`config.mk`:
```
export PLATFORM = sky130hd
export DESIGN_NAME = pattern_chain_pipe
export DESIGN_NICKNAME = d
export VERILOG_FILES = /design/src/rtl/pattern_chain_pipe.sv
export SDC_FILE = /design/constraint.sdc
export NUM_CORES = 1
export LEC_CHECK = 0
export ABC_CLOCK_PERIOD_IN_PS = 1880
export CAP_MARGIN = 20
export CORE_MARGIN = 2
export CORE_UTILIZATION = 47
export DETAILED_ROUTE_END_ITERATION = 8
export HOLD_SLACK_MARGIN = 0.06
export PLACE_DENSITY = 0.79
export RECOVER_POWER = 100
export SYNTH_ARGS = -nofsm -noshare
export SYNTH_HDL_FRONTEND = slang
export SYNTH_SLANG_ARGS = --single-unit
export TNS_END_PERCENT = 10
```
`constraint.sdc`:
```
create_clock -name blif_clk_net -period 1.88 [get_ports blif_clk_net]
set_input_delay 0.376 -clock blif_clk_net [delete_from_list [all_inputs] [get_ports blif_clk_net]]
set_output_delay 0.376 -clock blif_clk_net [all_outputs]
set_load 0.03 [all_outputs]
```
`src/rtl/pattern_chain_pipe.sv`:
```
// -----------------------------------------------------------------------------
// pattern_chain_pipe
//
// Elastic chain of NUM_STAGES registered pattern cells. Each cell works
// bitwise on three W-bit vectors (p, q, r) plus a mode bit that travels with
// the data. Stages are linked with a valid/ready handshake whose ready path is
// purely combinational, so empty stages (bubbles) always accept from upstream
// and a full pipe can pop and push in the same cycle. The number of
// transactions accepted at the output is counted modulo 2^CNT_W.
//
// Ports
//   blif_clk_net    in   1      single clock, rising edge
//   blif_reset_net  in   1      synchronous active-high reset
//   in_valid        in   1      input transaction present
//   in_ready        out  1      stage 0 accepts this cycle
//   in_p/q/r        in   W      input vectors
//   in_mode         in   1      cell mode for this transaction
//   out_valid       out  1      last stage holds a transaction
//   out_ready       in   1      consumer accepts this cycle
//   out_p/q/r       out  W      last-stage vectors
//   out_cnt         out  CNT_W  accepted output transactions, wrapping
// -----------------------------------------------------------------------------
module pattern_chain_pipe #(
    parameter int W          = 4,
    parameter int NUM_STAGES = 2,
    parameter int CNT_W      = 8
) (
    input  logic             blif_clk_net,
    input  logic             blif_reset_net,
    input  logic             in_valid,
    output logic             in_ready,
    input  logic [W-1:0]     in_p,
    input  logic [W-1:0]     in_q,
    input  logic [W-1:0]     in_r,
    input  logic             in_mode,
    output logic             out_valid,
    input  logic             out_ready,
    output logic [W-1:0]     out_p,
    output logic [W-1:0]     out_q,
    output logic [W-1:0]     out_r,
    output logic [CNT_W-1:0] out_cnt
);

    localparam int LAST = NUM_STAGES - 1;

    // Payload carried by one stage: the three vectors and the mode bit.
    typedef struct packed {
        logic [W-1:0] p;
        logic [W-1:0] q;
        logic [W-1:0] r;
        logic         m;
    } cell_t;

    // One pattern cell: maps a stage input to the value the stage stores.
    function automatic cell_t cell_fn(input cell_t x);
        cell_t        y;
        logic [W-1:0] pq;
        pq  = x.p & x.q;
        y.p = pq;
        y.q = ~(x.p | x.r);
        y.r = x.m ? (x.r | pq) : (x.r & ~pq);
        y.m = x.m;
        return y;
    endfunction

    logic  [NUM_STAGES-1:0] v_q, v_d;
    cell_t [NUM_STAGES-1:0] st_q, st_d;
    logic  [CNT_W-1:0]      cnt_q, cnt_d;
    logic  [NUM_STAGES-1:0] ld;
    cell_t                  in_cell;

    assign in_cell = '{p: in_p, q: in_q, r: in_r, m: in_mode};

    // Ready chain, evaluated from the output back to the input. A stage loads
    // when it is empty or its successor loads, so a single out_ready reaches
    // in_ready in the same cycle with no registered lag.
    always_comb begin
        // NOTE: every signal written in an always_comb gets a value on every
        // path (here a default first); otherwise synthesis infers a latch.
        ld       = '0;
        ld[LAST] = ~v_q[LAST] | out_ready;
        for (int s = LAST - 1; s >= 0; s--) begin
            ld[s] = ~v_q[s] | ld[s + 1];
        end
    end

    // Next-state for the stages and the counter. Data is captured whenever a
    // stage loads, even if the incoming valid is low; the payload of an
    // invalid stage is never observed.
    always_comb begin
        v_d  = v_q;
        st_d = st_q;
        if (ld[0]) begin
            v_d[0]  = in_valid;
            st_d[0] = cell_fn(in_cell);
        end
        for (int s = 1; s < NUM_STAGES; s++) begin
            if (ld[s]) begin
                v_d[s]  = v_q[s - 1];
                st_d[s] = cell_fn(st_q[s - 1]);
            end
        end
        cnt_d = cnt_q + CNT_W'(v_q[LAST] & out_ready);
    end

    always_ff @(posedge blif_clk_net) begin
        if (blif_reset_net) begin
            // NOTE: the payload registers are cleared along with the valid
            // bits so the outputs read as zero straight after reset, not just
            // out_valid.
            v_q   <= '0;
            st_q  <= '0;
            cnt_q <= '0;
        end else begin
            // NOTE: state registers use non-blocking assignment so that every
            // stage samples its predecessor's pre-edge value.
            v_q   <= v_d;
            st_q  <= st_d;
            cnt_q <= cnt_d;
        end
    end

    assign in_ready  = ld[0];
    assign out_valid = v_q[LAST];
    assign out_p     = st_q[LAST].p;
    assign out_q     = st_q[LAST].q;
    assign out_r     = st_q[LAST].r;
    assign out_cnt   = cnt_q;

endmodule

```
==> qor.yml <==
run_status:
  outcome: "finished, final reports clean"
routing:
  detail_route.iter0.violations: 43
  met2_length_um: 1400
  wl_met3_um: 125
  drtAntennaViolNets: 0
  vias: 1300
  met1_length_um: 1350
  first_pass_iters: 4
  routed.top_layer: "met4"
  wl_per_cell_um: 11.8
  viasPerCell: 5.20
  drt-total-wl_um: 2940
  drc: 0
floorplanning:
  die_w_um: 60.0
  die_height_um: 60.0
  num_rows: 20
  initial_core_util_pct: 49.0
  die_area_um2: 3590
  core_area_um2: 3000
  ios: 39
cts:
  cts_max_path_buffers: 2
  cts.clk_slew.worst_paths_ns: 0.09
  worstSkewPairLatency_ns: 0.32
  cts_tree: "done"
  root_buffer: "clkbuf_4"
  clock-sinks: 35
  cts-htree-levels: 2
  numCtsBuffers: 5
critical_path:
  cp-end-kind: "output pin"
  cp-start-kind: "input port"
  cp_max_fo: 4
  cp.required_ns: 1.50
  critPathArrivalTime_ns: 1.45
  worstSetupPathType: "input port to output pin"
yosys:
  syn_area_um2: 1470
  netlist_instances: 180
  syn_area_per_cell_um2: 8.17
  syn_nets: 199
  seq_area_frac_synth_pct: 47.6
  synth_warnings: 0
  synth_seq_cells: 35
  yosys.cell_types.count: 22
cells_and_area:
  n_fill_cell: 279
  area_growth_pct: 27.5
  nets: 235
  post-route-util_pct: 62.5
  layout-drive-gt1-share_pct: 7.37
  num_antenna_cells: 0
grt:
  grt_pass1_wl_um: 5130
  gr-usage-all-layers_pct: 19.4
  grt-ovfl-total: 0
  grt_pass1_vias: 1237
  antenna_found_initial: 0
  grt_max_degree: 36
timing:
  tightest_slew_ns: 0.514
  slew_viol_final: 0
  rsz0062_at_grt: "false"
  period_minus_slack_ns: 1.82
  worst_slack_ns: 0.0573
  post-route-period-util_pct: 97.0
  holdWs_ns: 0.449
  relSlewSlack_pct: 65.8
  fmax_mhz: 549
  hold_violations: 0
  skew_ns: 0.00519
  setup_violations: 0
pwr:
  p_per_area_nw_per_um2: 711
  power.leakage_uw: 0.000738
  ir_drop_mv: 0.343
  total_power_uw: 1330
job:
  cap_violations: 0
placement:
  gp_congestion: 0.756
  hpwl_um: 2290
  detailedPlace.worstSlack_ns: -0.155
  portBuffers: 38
worst_hold_path:
  min_path_type: "flip-flop to flip-flop"
[layout by cell type (no fill, tap or decap)]
| cell type | count |
|---|---|
| a311oi_1 | 8 |
| and3b_2 | 1 |
| and3_1 | 1 |
| xnor2_1 | 2 |
| dfxtp_1 | 35 |
| clkbuf_1 | 7 |
| clkinv_2 | 1 |
| nand3_1 | 18 |
| clkbuf_4 | 7 |
| nand2b_1 | 1 |
| nand4_1 | 1 |
| nor2b_1 | 3 |
| nand2_1 | 35 |
| and2_0 | 1 |
| o21ai_0 | 3 |
| clkdlybuf4s50_1 | 23 |
| a21oi_1 | 20 |
| buf_4 | 6 |
| inv_2 | 1 |
| nor2_1 | 15 |
| or3_1 | 11 |
| xor2_1 | 1 |
| inv_1 | 1 |
| dlygate4sd3_1 | 13 |
| ha_1 | 2 |
[critical path, cell delays in order]
cell,delay [ns]
clkdlybuf4s50_1,0.42
buf_4,0.15
and3b_2,0.28
inv_2,0.05
buf_4,0.16
[repair_timing]
item / CTS / global route
resized for setup: 0 / 2
hold buffers: 0 / 0
setup buffers: 0 / 0
endpoints found under the setup margin: 0 / 2
[flip-flops by register name, indices dropped and copies added (netlist names)]
name,cells
out_p,4
st_q,13
out_cnt,8
out_q,4
v_q,2
out_r,4
[path summary, 6_finish.rpt]
check / startpoint / end / slack (ns) / cells past startpoint
worst max register to register: v_q[1] / out_cnt[6] / 0.27 / 6
worst min register to register: out_p[1] / out_p[1] / 0.45 / 2
worst min-delay path: out_p[1] / out_p[1] / 0.45 / 2
worst max-delay path: out_ready / in_ready / 0.06 / 5
[logic make-up after synthesis]
| logic type | synth area share (%) |
|---|---|
| compound gates | 12.6 |
| xor+xnor | 1.79 |
| fa+ha+maj | 1.70 |
| buf+inv | 9.18 |
| flops | 47.6 |
| simple gates | 27.1 |
[metrics by stage]
step	area (um^2)	cells	setup TNS [ns]
floorplan	1470	180	0
finish	1880	250	0
CTS	1900	250	0
global placement	1850	242	-0.0542
detailed placement	1850	242	-0.372
global route	1880	250	0
[report_power, final]
part,internal (uW),switching [uW],leakage (uW)
registers,773,22.4,0.000287
logic,83.6,91.6,0.000421
clock network,146,216,0.0000293
[synthesized netlist by cell type]
| library cell | number | area, um^2 |
|---|---|---|
| nand3_1 | 18 | 90.1 |
| dfxtp_1 | 35 | 701 |
| or3_1 | 11 | 68.8 |
| and3_1 | 1 | 6.26 |
| buf_2 | 3 | 15.0 |
| clkbuf_1 | 4 | 15.0 |
| inv_1 | 1 | 3.75 |
| xor2_1 | 1 | 8.76 |
| a311oi_1 | 8 | 70.1 |
| nand2b_1 | 1 | 6.26 |
| xnor2_1 | 2 | 17.5 |
| nand4_1 | 1 | 6.26 |
| nand2_1 | 35 | 131 |
| inv_2 | 1 | 3.75 |
| and3b_1 | 1 | 8.76 |
| and2_1 | 1 | 6.26 |
| buf_4 | 13 | 97.6 |
| a21oi_1 | 20 | 100 |
| ha_1 | 2 | 25.0 |
| o21ai_0 | 3 | 15.0 |
| nor2_1 | 15 | 56.3 |
| nor2b_1 | 3 | 18.8 |
[layout make-up]
type	instances	area [um^2]	area share [%]
repair buffers	49	439	23.4
flip-flops and latches	35	701	37.4
well taps	33	41.3	2.20
clock buffers	7	45.0	2.40
inverters	2	7.51	0.400
multi-input cells	123	637	34.0
clock inverters	1	5.00	0.267
[metal layers]
layer | vias up | track usage, %
met4 | 0 | 9.52
met2 | 34 | 32.3
li1 | 680 | -
met5 | - | 0
met1 | 580 | 23.1
met3 | 6 | 4.76
(Power assumes the default switching activity.)
